## src/rtl/memory_request_arbiter_if.sv

```systemverilog
`default_nettype none
// ============================================================================
// Module   : memory_request_arbiter_if
// Brief    : CPU request / RAM handshake bundle around the memory arbiter.
// Revision : 1.0
// ============================================================================
interface memory_request_arbiter_if;
    logic        iREN;
    logic [31:0] iaddr;
    logic        dREN;
    logic        dWEN;
    logic [31:0] daddr;
    logic [31:0] dstore;
    logic        iwait;
    logic [31:0] iload;
    logic        dwait;
    logic [31:0] dload;
    logic        ramREN;
    logic        ramWEN;
    logic [31:0] ramaddr;
    logic [31:0] ramstore;
    logic [31:0] ramload;
    logic [1:0]  ramstate;
    logic        mem_err;

    modport slave (
        input  iREN, iaddr, dREN, dWEN, daddr, dstore, ramload, ramstate,
        output iwait, iload, dwait, dload, ramREN, ramWEN, ramaddr, ramstore, mem_err
    );

    modport master (
        output iREN, iaddr, dREN, dWEN, daddr, dstore, ramload, ramstate,
        input  iwait, iload, dwait, dload, ramREN, ramWEN, ramaddr, ramstore, mem_err
    );
endinterface
`default_nettype wire

```

## src/rtl/memory_request_arbiter.sv

```systemverilog
`default_nettype none
// ============================================================================
// Module   : memory_request_arbiter
// Brief    : Arbitrates fetch/load/store requests onto a single-ported RAM.
// Revision : 1.0
// ============================================================================
module memory_request_arbiter #(
    parameter int unsigned TIMEOUT = 16
) (
    input  wire logic               CLK,
    input  wire logic               nRST,
    memory_request_arbiter_if.slave bus
);
    typedef enum logic [1:0] {IDLE = 2'd0, XFER = 2'd1, RESP = 2'd2} state_t;
    typedef enum logic [1:0] {INSTR = 2'd0, DRD = 2'd1, DWR = 2'd2} kind_t;

    localparam logic [1:0]  c_RAM_ACCESS   = 2'd2;
    localparam logic [1:0]  c_RAM_ERROR    = 2'd3;
    localparam logic [31:0] c_ERR_WORD     = 32'hBAD1BAD1;
    localparam logic [7:0]  c_TIMEOUT_LAST = 8'(TIMEOUT - 1);

    state_t      state_q, state_d;
    kind_t       kind_q, kind_d;
    logic [31:0] addr_q, addr_d;
    logic [31:0] store_q, store_d;
    logic [31:0] iload_q, iload_d;
    logic [31:0] dload_q, dload_d;
    logic [7:0]  cnt_q, cnt_d;
    logic        err_q, err_d;
    logic        data_req;
    logic        misaligned;

    always_ff @(posedge CLK or negedge nRST) begin
        if (!nRST) begin
            state_q <= IDLE;
            kind_q  <= INSTR;
            addr_q  <= '0;
            store_q <= '0;
            iload_q <= '0;
            dload_q <= '0;
            cnt_q   <= '0;
            err_q   <= 1'b0;
        end else begin
            state_q <= state_d;
            kind_q  <= kind_d;
            addr_q  <= addr_d;
            store_q <= store_d;
            iload_q <= iload_d;
            dload_q <= dload_d;
            cnt_q   <= cnt_d;
            err_q   <= err_d;
        end
    end

    always_comb begin
        state_d    = state_q;
        kind_d     = kind_q;
        addr_d     = addr_q;
        store_d    = store_q;
        iload_d    = iload_q;
        dload_d    = dload_q;
        cnt_d      = cnt_q;
        err_d      = err_q;
        data_req   = bus.dWEN | bus.dREN;
        misaligned = data_req && (bus.daddr[1:0] != 2'b00);

        case (state_q)
            IDLE: begin
                if (data_req || bus.iREN) begin
                    cnt_d = '0;
                    if (bus.dWEN) begin
                        kind_d  = DWR;
                        addr_d  = bus.daddr;
                        store_d = bus.dstore;
                    end else if (bus.dREN) begin
                        kind_d = DRD;
                        addr_d = bus.daddr;
                    end else begin
                        kind_d = INSTR;
                        addr_d = bus.iaddr;
                    end
                    // Conflicting load+store or a misaligned data word is a protocol error.
                    if ((bus.dWEN && bus.dREN) || misaligned) begin
                        err_d = 1'b1;
                    end
                    state_d = misaligned ? RESP : XFER;
                end
            end
            XFER: begin
                if (bus.ramstate == c_RAM_ACCESS) begin
                    state_d = RESP;
                    if (kind_q == INSTR) begin
                        iload_d = bus.ramload;
                    end else if (kind_q == DRD) begin
                        dload_d = bus.ramload;
                    end
                end else if ((bus.ramstate == c_RAM_ERROR) || (cnt_q == c_TIMEOUT_LAST)) begin
                    // Timeout fires on the TIMEOUT-th non-ACCESS cycle and is treated as a RAM error.
                    state_d = RESP;
                    err_d   = 1'b1;
                    if (kind_q == INSTR) begin
                        iload_d = c_ERR_WORD;
                    end else if (kind_q == DRD) begin
                        dload_d = c_ERR_WORD;
                    end
                end else begin
                    cnt_d = cnt_q + 8'd1;
                end
            end
            RESP: begin
                state_d = IDLE;
                cnt_d   = '0;
            end
            default: begin
                state_d = IDLE;
                cnt_d   = '0;
            end
        endcase
    end

    // Strobes and handshakes decode from state only, so reset drops them without a clock.
    assign bus.ramREN   = (state_q == XFER) && (kind_q != DWR);
    assign bus.ramWEN   = (state_q == XFER) && (kind_q == DWR);
    assign bus.ramaddr  = addr_q;
    assign bus.ramstore = store_q;
    assign bus.iwait    = !((state_q == RESP) && (kind_q == INSTR));
    assign bus.dwait    = !((state_q == RESP) && (kind_q != INSTR));
    assign bus.iload    = iload_q;
    assign bus.dload    = dload_q;
    assign bus.mem_err  = err_q;
endmodule
`default_nettype wire
```

## src/flat_wrapper.sv

```systemverilog
// flat-port wrapper written by rule: the top's interface ports become plain ports
module memory_request_arbiter_flat 
#(
    parameter int unsigned TIMEOUT = 16
)
  (CLK, nRST, bus_iREN, bus_iaddr, bus_dREN, bus_dWEN, bus_daddr, bus_dstore, bus_ramload, bus_ramstate, bus_iwait, bus_iload, bus_dwait, bus_dload, bus_ramREN, bus_ramWEN, bus_ramaddr, bus_ramstore, bus_mem_err);
  memory_request_arbiter_if bus_i ();
  input  wire logic CLK;
  input  wire logic nRST;
  input wire logic [$bits(bus_i.iREN)-1:0] bus_iREN;
  input wire logic [$bits(bus_i.iaddr)-1:0] bus_iaddr;
  input wire logic [$bits(bus_i.dREN)-1:0] bus_dREN;
  input wire logic [$bits(bus_i.dWEN)-1:0] bus_dWEN;
  input wire logic [$bits(bus_i.daddr)-1:0] bus_daddr;
  input wire logic [$bits(bus_i.dstore)-1:0] bus_dstore;
  input wire logic [$bits(bus_i.ramload)-1:0] bus_ramload;
  input wire logic [$bits(bus_i.ramstate)-1:0] bus_ramstate;
  output wire logic [$bits(bus_i.iwait)-1:0] bus_iwait;
  output wire logic [$bits(bus_i.iload)-1:0] bus_iload;
  output wire logic [$bits(bus_i.dwait)-1:0] bus_dwait;
  output wire logic [$bits(bus_i.dload)-1:0] bus_dload;
  output wire logic [$bits(bus_i.ramREN)-1:0] bus_ramREN;
  output wire logic [$bits(bus_i.ramWEN)-1:0] bus_ramWEN;
  output wire logic [$bits(bus_i.ramaddr)-1:0] bus_ramaddr;
  output wire logic [$bits(bus_i.ramstore)-1:0] bus_ramstore;
  output wire logic [$bits(bus_i.mem_err)-1:0] bus_mem_err;
  assign bus_i.iREN = bus_iREN;
  assign bus_i.iaddr = bus_iaddr;
  assign bus_i.dREN = bus_dREN;
  assign bus_i.dWEN = bus_dWEN;
  assign bus_i.daddr = bus_daddr;
  assign bus_i.dstore = bus_dstore;
  assign bus_i.ramload = bus_ramload;
  assign bus_i.ramstate = bus_ramstate;
  assign bus_iwait = bus_i.iwait;
  assign bus_iload = bus_i.iload;
  assign bus_dwait = bus_i.dwait;
  assign bus_dload = bus_i.dload;
  assign bus_ramREN = bus_i.ramREN;
  assign bus_ramWEN = bus_i.ramWEN;
  assign bus_ramaddr = bus_i.ramaddr;
  assign bus_ramstore = bus_i.ramstore;
  assign bus_mem_err = bus_i.mem_err;
  memory_request_arbiter #(.TIMEOUT(TIMEOUT)) u_core (.CLK(CLK), .nRST(nRST), .bus(bus_i));
endmodule
```

## config.mk

```make
export PLATFORM = sky130hd
export DESIGN_NAME = memory_request_arbiter_flat
export DESIGN_NICKNAME = d
export VERILOG_FILES = /design/src/rtl/memory_request_arbiter_if.sv /design/src/rtl/memory_request_arbiter.sv /design/src/flat_wrapper.sv
export SDC_FILE = /design/constraint.sdc
export NUM_CORES = 1
export LEC_CHECK = 0
export CAP_MARGIN = 0
export CORE_ASPECT_RATIO = 0.75
export CORE_MARGIN = 5
export CORE_UTILIZATION = 40
export DETAILED_ROUTE_END_ITERATION = 8
export PLACE_DENSITY_LB_ADDON = 0.08
export SETUP_SLACK_MARGIN = 0.1
export SLEW_MARGIN = 20
export SYNTH_ARGS = -nofsm -noshare
export SYNTH_HDL_FRONTEND = slang
export SYNTH_SLANG_ARGS = --single-unit
```

## constraint.sdc

```tcl
create_clock -name CLK -period 2.8 [get_ports CLK]
set_input_delay 0.28 -clock CLK [delete_from_list [all_inputs] [get_ports CLK]]
set_output_delay 0.28 -clock CLK [all_outputs]
set_load 0.005 [all_outputs]
```

==> flow_metrics.env <==
export IMPL_core_um2=15270
export IMPL_timing_final_crit_share=0.8976
export IMPL_drv_slew=0
export IMPL_avgSynthCellArea_um2=13.23
export IMPL_min_path_type="input port to flop"
export IMPL_viasPerCell=4.906
export IMPL_max_freq_ghz=0.3979
export IMPL_ant_nets=0
export IMPL_required_ps=2520
export IMPL_initial_utilization=0.4088
export IMPL_routed_wl_met3_um=1831
export IMPL_grtUsageTotal=0.1921
export IMPL_cap_violations=0
export IMPL_cts_buffers=17
export IMPL_critical_path_arrival_ps=2230
export IMPL_powerDensity_nw_per_um2=983.3
export IMPL_grt_overflow=0
export IMPL_num_vias=4710
export IMPL_cts_hold_buf=1
export IMPL_die_area_um2=18230
export IMPL_criticalPathCategory="flop to output pin"
export IMPL_rows=39
export IMPL_yosys_register_bits=141
export IMPL_fin_crit_ps=2513
export IMPL_clkTransAtPathRegs_ps=60
export IMPL_hold_violations=0
export IMPL_grt_pass1_vias=5191
export IMPL_synth_top_cells_by_area="dfrtp_1 57%, mux2_2 11%, mux2_4 7.2%, mux2i_1 5.1%, a21oi_1 3.0%"
export IMPL_finalCoreUtilization=0.6359
export IMPL_hpwlAfterDp_um=12880
export IMPL_ys_seq_area_frac=0.5651
export IMPL_drc_errors=0
export IMPL_synth_cell_type_count=52
export IMPL_totalWireLength_um=17400
export IMPL_wl_per_cell_um=18.12
export IMPL_cts_htree_levels=4
export IMPL_ys_top_cells_by_count="141 x dfrtp_1, 63 x mux2_2, 40 x nor2_1"
export IMPL_clockBufferDepth=2
export IMPL_worst_pin_slew_ps=768.5
export IMPL_dr_pass1_iters=4
export IMPL_nets=878
export IMPL_cp_max_fo=12
export IMPL_top_layer_used="met4"
export IMPL_clock_latency_ps=420
export IMPL_cts_tree="built"
export IMPL_relSlewSlack=0.4877
export IMPL_grt_max_degree=84
export IMPL_drt_iter0_drc=246
export IMPL_synth_flop_cell="dfrtp_1"
export IMPL_outcome="finished clean"
export IMPL_wl_met2_um=8583
export IMPL_cts_setup_buffers=0
export IMPL_pre_cts_ws_ps=481.2
export IMPL_yosys_warnings=0
export IMPL_antenna_found_initial=0
export IMPL_grt_pass1_wl_um=27780
export IMPL_die_y_um=118.2
export IMPL_syn_to_final_growth_pct=55.57
export IMPL_skew_ps=11.81
export IMPL_die_w_um=154.3
export IMPL_cts_resized=0
export IMPL_critPathLaunchType="flop"
export IMPL_cts_root_buffer="clkbuf_16"
export IMPL_synth_area_um2=6243
export IMPL_fin_tns_setup_ps=0
export IMPL_rsz0062_at_grt="no"
export IMPL_synth_edff_count=0
export IMPL_wl_met1_um=6737
export IMPL_power_mw=9.551
export IMPL_globalplace_congestion=0.8793
export IMPL_port_buffers=267
export IMPL_power_leakage_nw=4.099
export IMPL_setup_violations=0
export IMPL_antenna_cells=0
export IMPL_synth_top_area_cell="dfrtp_1"
export IMPL_synth_most_common_cell="dfrtp_1"
export IMPL_max_vdd_ir_drop_mv=0.6103
export IMPL_ys_async_sr_fraction=1.000
export IMPL_fin_ws_ps=286.7
export IMPL_cts_sinks=141
export IMPL_ios=268
export IMPL_synthesis_instances=472
export IMPL_cp_end_kind="output pin"
export IMPL_synth_top_area_frac=0.5651
export IMPL_layout_drive_gt1_share=0.1974
export IMPL_syn_nets=608
-- final cells by class --
type                    count  area [um2]
fillers                  1184        5560
clock inverters            15       163.9
well taps                 205       256.5
repair buffers            279        2791
clock buffers              17       425.4
inverters                   3       11.26
multi-input cells         300        2536
flip-flops and latches    141        3528
-- worst max-delay path, stage by stage, from the launching register on --
cell and delay (ps):
dfrtp_1 600, inv_1 200, nor2_1 310, and3_1 200, clkdlybuf4s50_1 500
-- metrics by stage --
stage          std cells  cell area [um2]  hold WS (ps)
2_1_floorplan        472             6243        -15.59
3_3_place_gp         927             9114         386.7
3_5_place_dp         927             9114         381.7
4_1_cts              960             9713         451.2
5_1_grt              960             9713         449.7
6_report             960             9713         462.7
-- sequential cells by signal, indices dropped and copies added (netlist names) --
register,count
u_core.bus.dload,32
u_core.bus.iload,32
u_core.bus.ramaddr,32
u_core.bus.ramstore,32
u_core.cnt_q,8
u_core.kind_q,2
u_core.state_q,2
u_core.bus.mem_err,1
-- layer usage --
| layer | GRT usage | up-vias |
|---|---|---|
| li1 | - | 2203 |
| met1 | 0.2254 | 2316 |
| met2 | 0.3162 | 173 |
| met3 | 0.09317 | 18 |
| met4 | 0.05240 | 0 |
| met5 | 0 | - |
-- cells by family after synthesis --
logic type,synth area share
AND/OR/NAND/NOR,0.1010
buffers and inverters,0.03166
multiplexers,0.2443
adder cells (fa/ha/maj),0.003607
flip-flops,0.5651
AO/OA/AOI/OAI,0.05291
XOR/XNOR,0.001403
-- power breakdown --
| part | leakage (nW) | internal [mW] | switching (mW) |
|---|---|---|---|
| Combinational | 2.14 | 2.51 | 1.33 |
| Sequential | 1.68 | 2.93 | 0.553 |
| Clock | 0.285 | 1.32 | 0.904 |
| Total | 4.10 | 6.76 | 2.79 |
-- cells in the final DEF (no fill, tap or decap), types with 2 or more instances in the layout --
| cell type | n |
|---|---|
| inv_1 | 3 |
| clkinvlp_4 | 2 |
| mux2_1 | 4 |
| mux2_4 | 30 |
| nand2_1 | 7 |
| a21oi_1 | 37 |
| a2bb2oi_1 | 2 |
| nand3_1 | 10 |
| clkinv_4 | 5 |
| nor2_1 | 39 |
| or4_2 | 2 |
| dfrtp_1 | 141 |
| and2_1 | 15 |
| a31oi_1 | 2 |
| buf_4 | 9 |
| clkbuf_16 | 17 |
| mux2_2 | 63 |
| bufinv_16 | 2 |
| inv_6 | 4 |
| or3_1 | 3 |
| clkinv_2 | 2 |
| o21ai_0 | 3 |
| nor3_1 | 2 |
| mux2i_1 | 32 |
| buf_12 | 2 |
| clkdlybuf4s50_1 | 266 |
| or2b_1 | 17 |
-- final timing paths --
check                                  startpoint                     end  slack (ps)  depth (start not counted)
setup / recovery                u_core.state_q[0]              bus_ramWEN         290                          4
hold / removal                      bus_dstore[7]  u_core.bus.ramstore[7]         460                          2
setup reg to reg                  u_core.cnt_q[1]     u_core.bus.dload[4]         430                          6
hold reg to reg            u_core.bus.ramstore[9]  u_core.bus.ramstore[9]         500                          1
max in group asynchronous                    nRST     u_core.bus.iload[4]        1570                          3
min in group asynchronous                    nRST    u_core.bus.iload[26]         490                          2
Note: power is estimated with default switching activity, not from simulation.
